### config.mk
export PLATFORM = sky130hd
export DESIGN_NAME = game_flow_ctrl
export DESIGN_NICKNAME = d
export VERILOG_FILES = /design/src/rtl/game_flow_ctrl.sv
export SDC_FILE = /design/constraint.sdc
export NUM_CORES = 1
export LEC_CHECK = 0
export CAP_MARGIN = 15
export CORE_ASPECT_RATIO = 1.5
export CORE_MARGIN = 4
export CORE_UTILIZATION = 27
export CTS_CLUSTER_DIAMETER = 150
export DETAILED_ROUTE_END_ITERATION = 8
export SKIP_LAST_GASP = 1
export SYNTH_ARGS = -nofsm -noshare
export SYNTH_HDL_FRONTEND = slang
export SYNTH_SLANG_ARGS = --single-unit
### constraint.sdc
create_clock -name Clk -period 2.3 [get_ports Clk]
set_input_delay 0.575 -clock Clk [delete_from_list [all_inputs] [get_ports Clk]]
set_output_delay 0.575 -clock Clk [all_outputs]
set_load 0.02 [all_outputs]
### src/rtl/game_flow_ctrl.sv
// Game sequencer: title/play/death/level/game-over/win flow.
// Optional: define INFINITE_LIVES_EN to disable life loss and GAME_OVER.
module game_flow_ctrl #(
   parameter int LIVES        = 3,
   parameter int DEATH_FRAMES = 60,
   parameter int LEVEL_FRAMES = 90,
   parameter int NUM_LEVELS   = 3
) (
   input  logic       Clk,
   input  logic       Reset,
   input  logic       frame_clk,
   input  logic       start,
   input  logic       is_dead,
   input  logic       exit_hit,
   output logic [2:0] state,
   output logic [1:0] level,
   output logic [2:0] lives,
   output logic       move_en,
   output logic       restart,
   output logic       reset1,
   output logic       reset2,
   output logic       reset3
);

   typedef enum logic [2:0] {
      S_TITLE      = 3'd0,
      S_PLAY       = 3'd1,
      S_DYING      = 3'd2,
      S_LEVEL_DONE = 3'd3,
      S_GAME_OVER  = 3'd4,
      S_WIN        = 3'd5
   } state_t;

   localparam logic [7:0] LP_DEATH_LAST = 8'(DEATH_FRAMES - 1);
   localparam logic [7:0] LP_LEVEL_LAST = 8'(LEVEL_FRAMES - 1);
   localparam logic [1:0] LP_LAST_LEVEL = 2'(NUM_LEVELS - 1);
   localparam logic [2:0] LP_LIVES      = 3'(LIVES);

   state_t     r_state, w_state_n;
   logic [1:0] r_level, w_level_n;
   logic [2:0] r_lives, w_lives_n;
   logic [7:0] r_timer, w_timer_n;
   logic [1:0] r_blank, w_blank_n;
   logic       r_frame_q, r_start_q;
   logic       r_restart, w_restart_n;
   logic       r_reset1, w_reset1_n;
   logic       r_reset2, w_reset2_n;
   logic       r_reset3, w_reset3_n;
   logic       w_tick, w_go;

   assign w_tick = frame_clk & ~r_frame_q;
   assign w_go   = start & ~r_start_q;

   // State, counters, edge detectors and registered pulses
   always_ff @(posedge Clk) begin
      if (Reset) begin
         r_state   <= S_TITLE;
         r_level   <= 2'd0;
         r_lives   <= LP_LIVES;
         r_timer   <= 8'd0;
         r_blank   <= 2'd0;
         r_frame_q <= 1'b0;
         r_start_q <= 1'b0;
         r_restart <= 1'b0;
         r_reset1  <= 1'b0;
         r_reset2  <= 1'b0;
         r_reset3  <= 1'b0;
      end else begin
         r_state   <= w_state_n;
         r_level   <= w_level_n;
         r_lives   <= w_lives_n;
         r_timer   <= w_timer_n;
         r_blank   <= w_blank_n;
         r_frame_q <= frame_clk;
         r_start_q <= start;
         r_restart <= w_restart_n;
         r_reset1  <= w_reset1_n;
         r_reset2  <= w_reset2_n;
         r_reset3  <= w_reset3_n;
      end
   end

   // Next-state, counter updates and pulse requests
   always_comb begin
      w_state_n   = r_state;
      w_level_n   = r_level;
      w_lives_n   = r_lives;
      w_timer_n   = r_timer;
      w_blank_n   = (r_blank != 2'd0) ? r_blank - 2'd1 : 2'd0;
      w_restart_n = 1'b0;
      w_reset1_n  = 1'b0;
      w_reset2_n  = 1'b0;
      w_reset3_n  = 1'b0;
      unique case (r_state)
         S_TITLE, S_GAME_OVER, S_WIN: begin
            if (w_go) begin
               w_level_n   = 2'd0;
               w_lives_n   = LP_LIVES;
               w_restart_n = 1'b1;
               w_reset1_n  = 1'b1;
               w_blank_n   = 2'd2;
               w_state_n   = S_PLAY;
            end
         end
         S_PLAY: begin
            if (r_blank == 2'd0) begin
               if (is_dead) begin
`ifndef INFINITE_LIVES_EN
                  w_lives_n = (r_lives != 3'd0) ? r_lives - 3'd1 : 3'd0;
`endif
                  w_timer_n = 8'd0;
                  w_state_n = S_DYING;
               end else if (exit_hit) begin
                  w_timer_n = 8'd0;
                  w_state_n = S_LEVEL_DONE;
               end
            end
         end
         S_DYING: begin
            if (w_tick) begin
               w_timer_n = r_timer + 8'd1;
               if (r_timer == LP_DEATH_LAST) begin
`ifdef INFINITE_LIVES_EN
                  w_restart_n = 1'b1;
                  w_blank_n   = 2'd2;
                  w_state_n   = S_PLAY;
`else
                  if (r_lives == 3'd0) begin
                     w_state_n = S_GAME_OVER;
                  end else begin
                     w_restart_n = 1'b1;
                     w_blank_n   = 2'd2;
                     w_state_n   = S_PLAY;
                  end
`endif
               end
            end
         end
         S_LEVEL_DONE: begin
            if (w_tick) begin
               w_timer_n = r_timer + 8'd1;
               if (r_timer == LP_LEVEL_LAST) begin
                  if (r_level == LP_LAST_LEVEL) begin
                     w_state_n = S_WIN;
                  end else begin
                     w_level_n   = r_level + 2'd1;
                     w_restart_n = 1'b1;
                     w_reset2_n  = (r_level == 2'd0);
                     w_reset3_n  = (r_level == 2'd1);
                     w_blank_n   = 2'd2;
                     w_state_n   = S_PLAY;
                  end
               end
            end
         end
         default: w_state_n = S_TITLE;
      endcase
   end

   assign state   = r_state;
   assign level   = r_level;
   assign lives   = r_lives;
   assign move_en = (r_state == S_PLAY);
   assign restart = r_restart;
   assign reset1  = r_reset1;
   assign reset2  = r_reset2;
   assign reset3  = r_reset3;

endmodule

==> results.md <==
- Status: finished clean
- Met3 usage: 1.18%
- Die height: 95.2 µm
- Max-cap viol count: 0
- Die width: 66.2 µm
- Core area: 0.00489 mm²
- Commonest non-fill, non-tap cell in the layout: dfxtp_1
- Most frequent cells in the layout: dfxtp_1, a21oi_1, clkdlybuf4s50_1
- Via count: 1338
- Worst Skew: 0.00469 ns
- CTS root buffer: clkbuf_8
- Residual overflow from global routing: 0
- Clk_lat worst skew: 0.27 ns
- Critical path type: reg -> out
- CP endpoint kind: output port
- First-pass GRT wire length: 5890 µm
- Global route hottest layer: met2
- Initial antenna violation count: 0
- Worst slew pin tran: 0.546 ns
- # diodes: 0
- Clk slew on worst S/H paths: 0.09 ns
- Total track usage: 12.1%
- Hold_buf cts: 0
- Startpoint Class: flop
- # DRC: 0
- Clock sinks: 24
- Rel. slew slack: 63.2%
- Final Max Tran Viols: 0
- Power per cell area: 614 mW/mm²
- #FFs+latches synth: 24
- Fraction of registers with async set/reset: 0%
- Net Count, Synth: 172
- Synth unique cells: 44
- Syn Inst Count: 161
- Routed len/inst: 13.5 µm
- Syn Area/Cell: 8.51 µm²
- Met2 Use GR: 22.4%
- CP Data Required Time: 1.73 ns
- CTS buffer count: 3
- WP data arrival: 1.54 ns
- Worst-path maximum fanout: 14
- I/O Buffers: 18
- Register area: 482 µm²
- Largest net degree at the start of global routing: 16
- Final Critical Period: 2.12 ns
- Final cycle utilization of the critical path: 92.0%
- Vias per cell: 5.21
- Ys flop type: dfxtp_1
- Max Freq: 0.473 GHz
- Grt met1 use: 12.5%
- Hpwl dp: 2770 µm
- Area of the multi-input gates: 835 µm²
- RSZ-0062 raised after global routing: no
- Mapped Area: 0.00137 mm²
- H-Tree Depth: 1
- Synth warnings: 0
- Layout cell share with drive strength beyond 1: 13.6%
- Area Growth Syn to Fin: 29.8%
- TritonCTS clock tree: done
- DRT antenna net count: 0
- Vias in the first global route: 1277
- Worst VDD drop: 0.000259 V
- Final Wtd Congestion: 0.926
- Seq/Total Area, Yosys: 35.1%
- FP Rows: 31
- Clock buffer depth: 2
- Hold Slack: 0.491 ns
- IO Count: 19
- Final Hold Viols: 0
- Filler Cell Count: 510
- DRC marker count from the first detailed-route iteration: 80
- Leakage: 0.580 nW
- Drt total wl: 3470 µm
- Die area: 0.00630 mm²
- Post-synth EDFFs: 0
- Setup_tns: 0 ns
- DR pass1 iterations: 4
- Initial Util: 28.0%
- Final Net Count: 203
- Setup violators final: 0
- HP Class: reg -> reg
[synth_stat cells, types with 2 or more instances]
library cell	count	share of area [%]
nand3b_1	3	1.6
nor3b_4	2	2.7
nand2_1	12	3.3
o32ai_1	2	1.3
inv_1	6	1.6
a21oi_1	18	6.6
and2b_1	2	1.1
nor4_1	2	0.91
clkbuf_1	3	0.82
buf_2	2	0.73
nand4b_1	2	1.3
o21ai_0	10	3.7
nor3_1	6	2.2
nor2_1	7	1.9
o31ai_1	5	2.7
or3_1	3	1.4
nand2b_1	3	1.4
dfxtp_1	24	35
nor2b_1	5	2.3
ha_1	5	4.6
a31oi_1	2	0.91
nor4bb_1	2	1.5
nand3_1	5	1.8
or4_1	7	3.8
and2_1	3	1.4
a32oi_1	2	1.3
[critical path, cell delays in order, from the launching register on]
cell and delay [ns]:
dfxtp_2 0.42, nor3b_4 0.21, clkdlybuf4s50_1 0.64
[cells by family after synthesis]
| family | synth area share [%] |
|---|---|
| adders and majority gates | 4.57 |
| buffers and inverters | 4.02 |
| DFF | 35.1 |
| AOI/OAI and AO/OA | 22.6 |
| and+or+nand+nor | 33.0 |
| muxes | 0.822 |
[flip-flops by register name (all words and copies together), names as in the netlist]
name / flops
level: 2
reset1: 1
lives: 3
r_frame_q: 1
r_timer: 8
reset3: 1
r_blank: 2
state: 3
reset2: 1
r_start_q: 1
restart: 1
[timing repair]
item / 4_1_cts / 5_1_grt
endpoints found under the setup margin: 0 / 2
gates resized for setup: 0 / 1
buffers inserted: 0 / 0
[metal layers]
layer  vias to the layer above  wire [µm]
met3                        11        105
met1                       626       1320
met4                         0        146
met2                        32       1900
li1                        669          -
met5                         -          0
[final cells by class]
class / count / share of cell area, %
Clock buffer: 3 / 2.32
Clock inverter: 1 / 1.69
Inverter: 6 / 1.27
Multi-Input combinational cell: 125 / 46.9
Sequential cell: 24 / 27.1
Tap cell: 66 / 4.64
Timing Repair Buffer: 32 / 16.0
[report_power, final]
group	leakage [nW]	internal [mW]	switching (mW)	total, mW
Clock	0.0357	0.233	0.141	0.374
Sequential	0.195	0.434	0.0269	0.461
Combinational	0.349	0.120	0.138	0.258
Total	0.580	0.786	0.306	1.09
[metrics by stage]
stage	instances	total power, mW	setup WS, ns	util, %	area, µm²
after global routing	257	1.14	0.115	36.4	1780
after global placement	253	0.726	0.00143	34.9	1710
after detailed placement	253	0.727	-0.0203	34.9	1710
final	257	1.09	0.184	36.4	1780
after CTS	257	1.11	0.0341	36.4	1780
after floorplan	161	0.620	0.510	-	1370
[final timing paths]
check / from / to / slack, ns / cells past startpoint
worst min-delay path: lives[2]$_SDFFE_PP0P_ / lives[2]$_SDFFE_PP0P_ / 0.49 / 2
worst max-delay path: state[1]$_SDFFE_PP0P_ / move_en / 0.18 / 2
worst max register to register: state[2]$_SDFFE_PP0P_ / level[0]$_SDFFE_PP0P_ / 0.42 / 5
worst min register to register: lives[2]$_SDFFE_PP0P_ / lives[2]$_SDFFE_PP0P_ / 0.49 / 2
(Power assumes the default switching activity.)
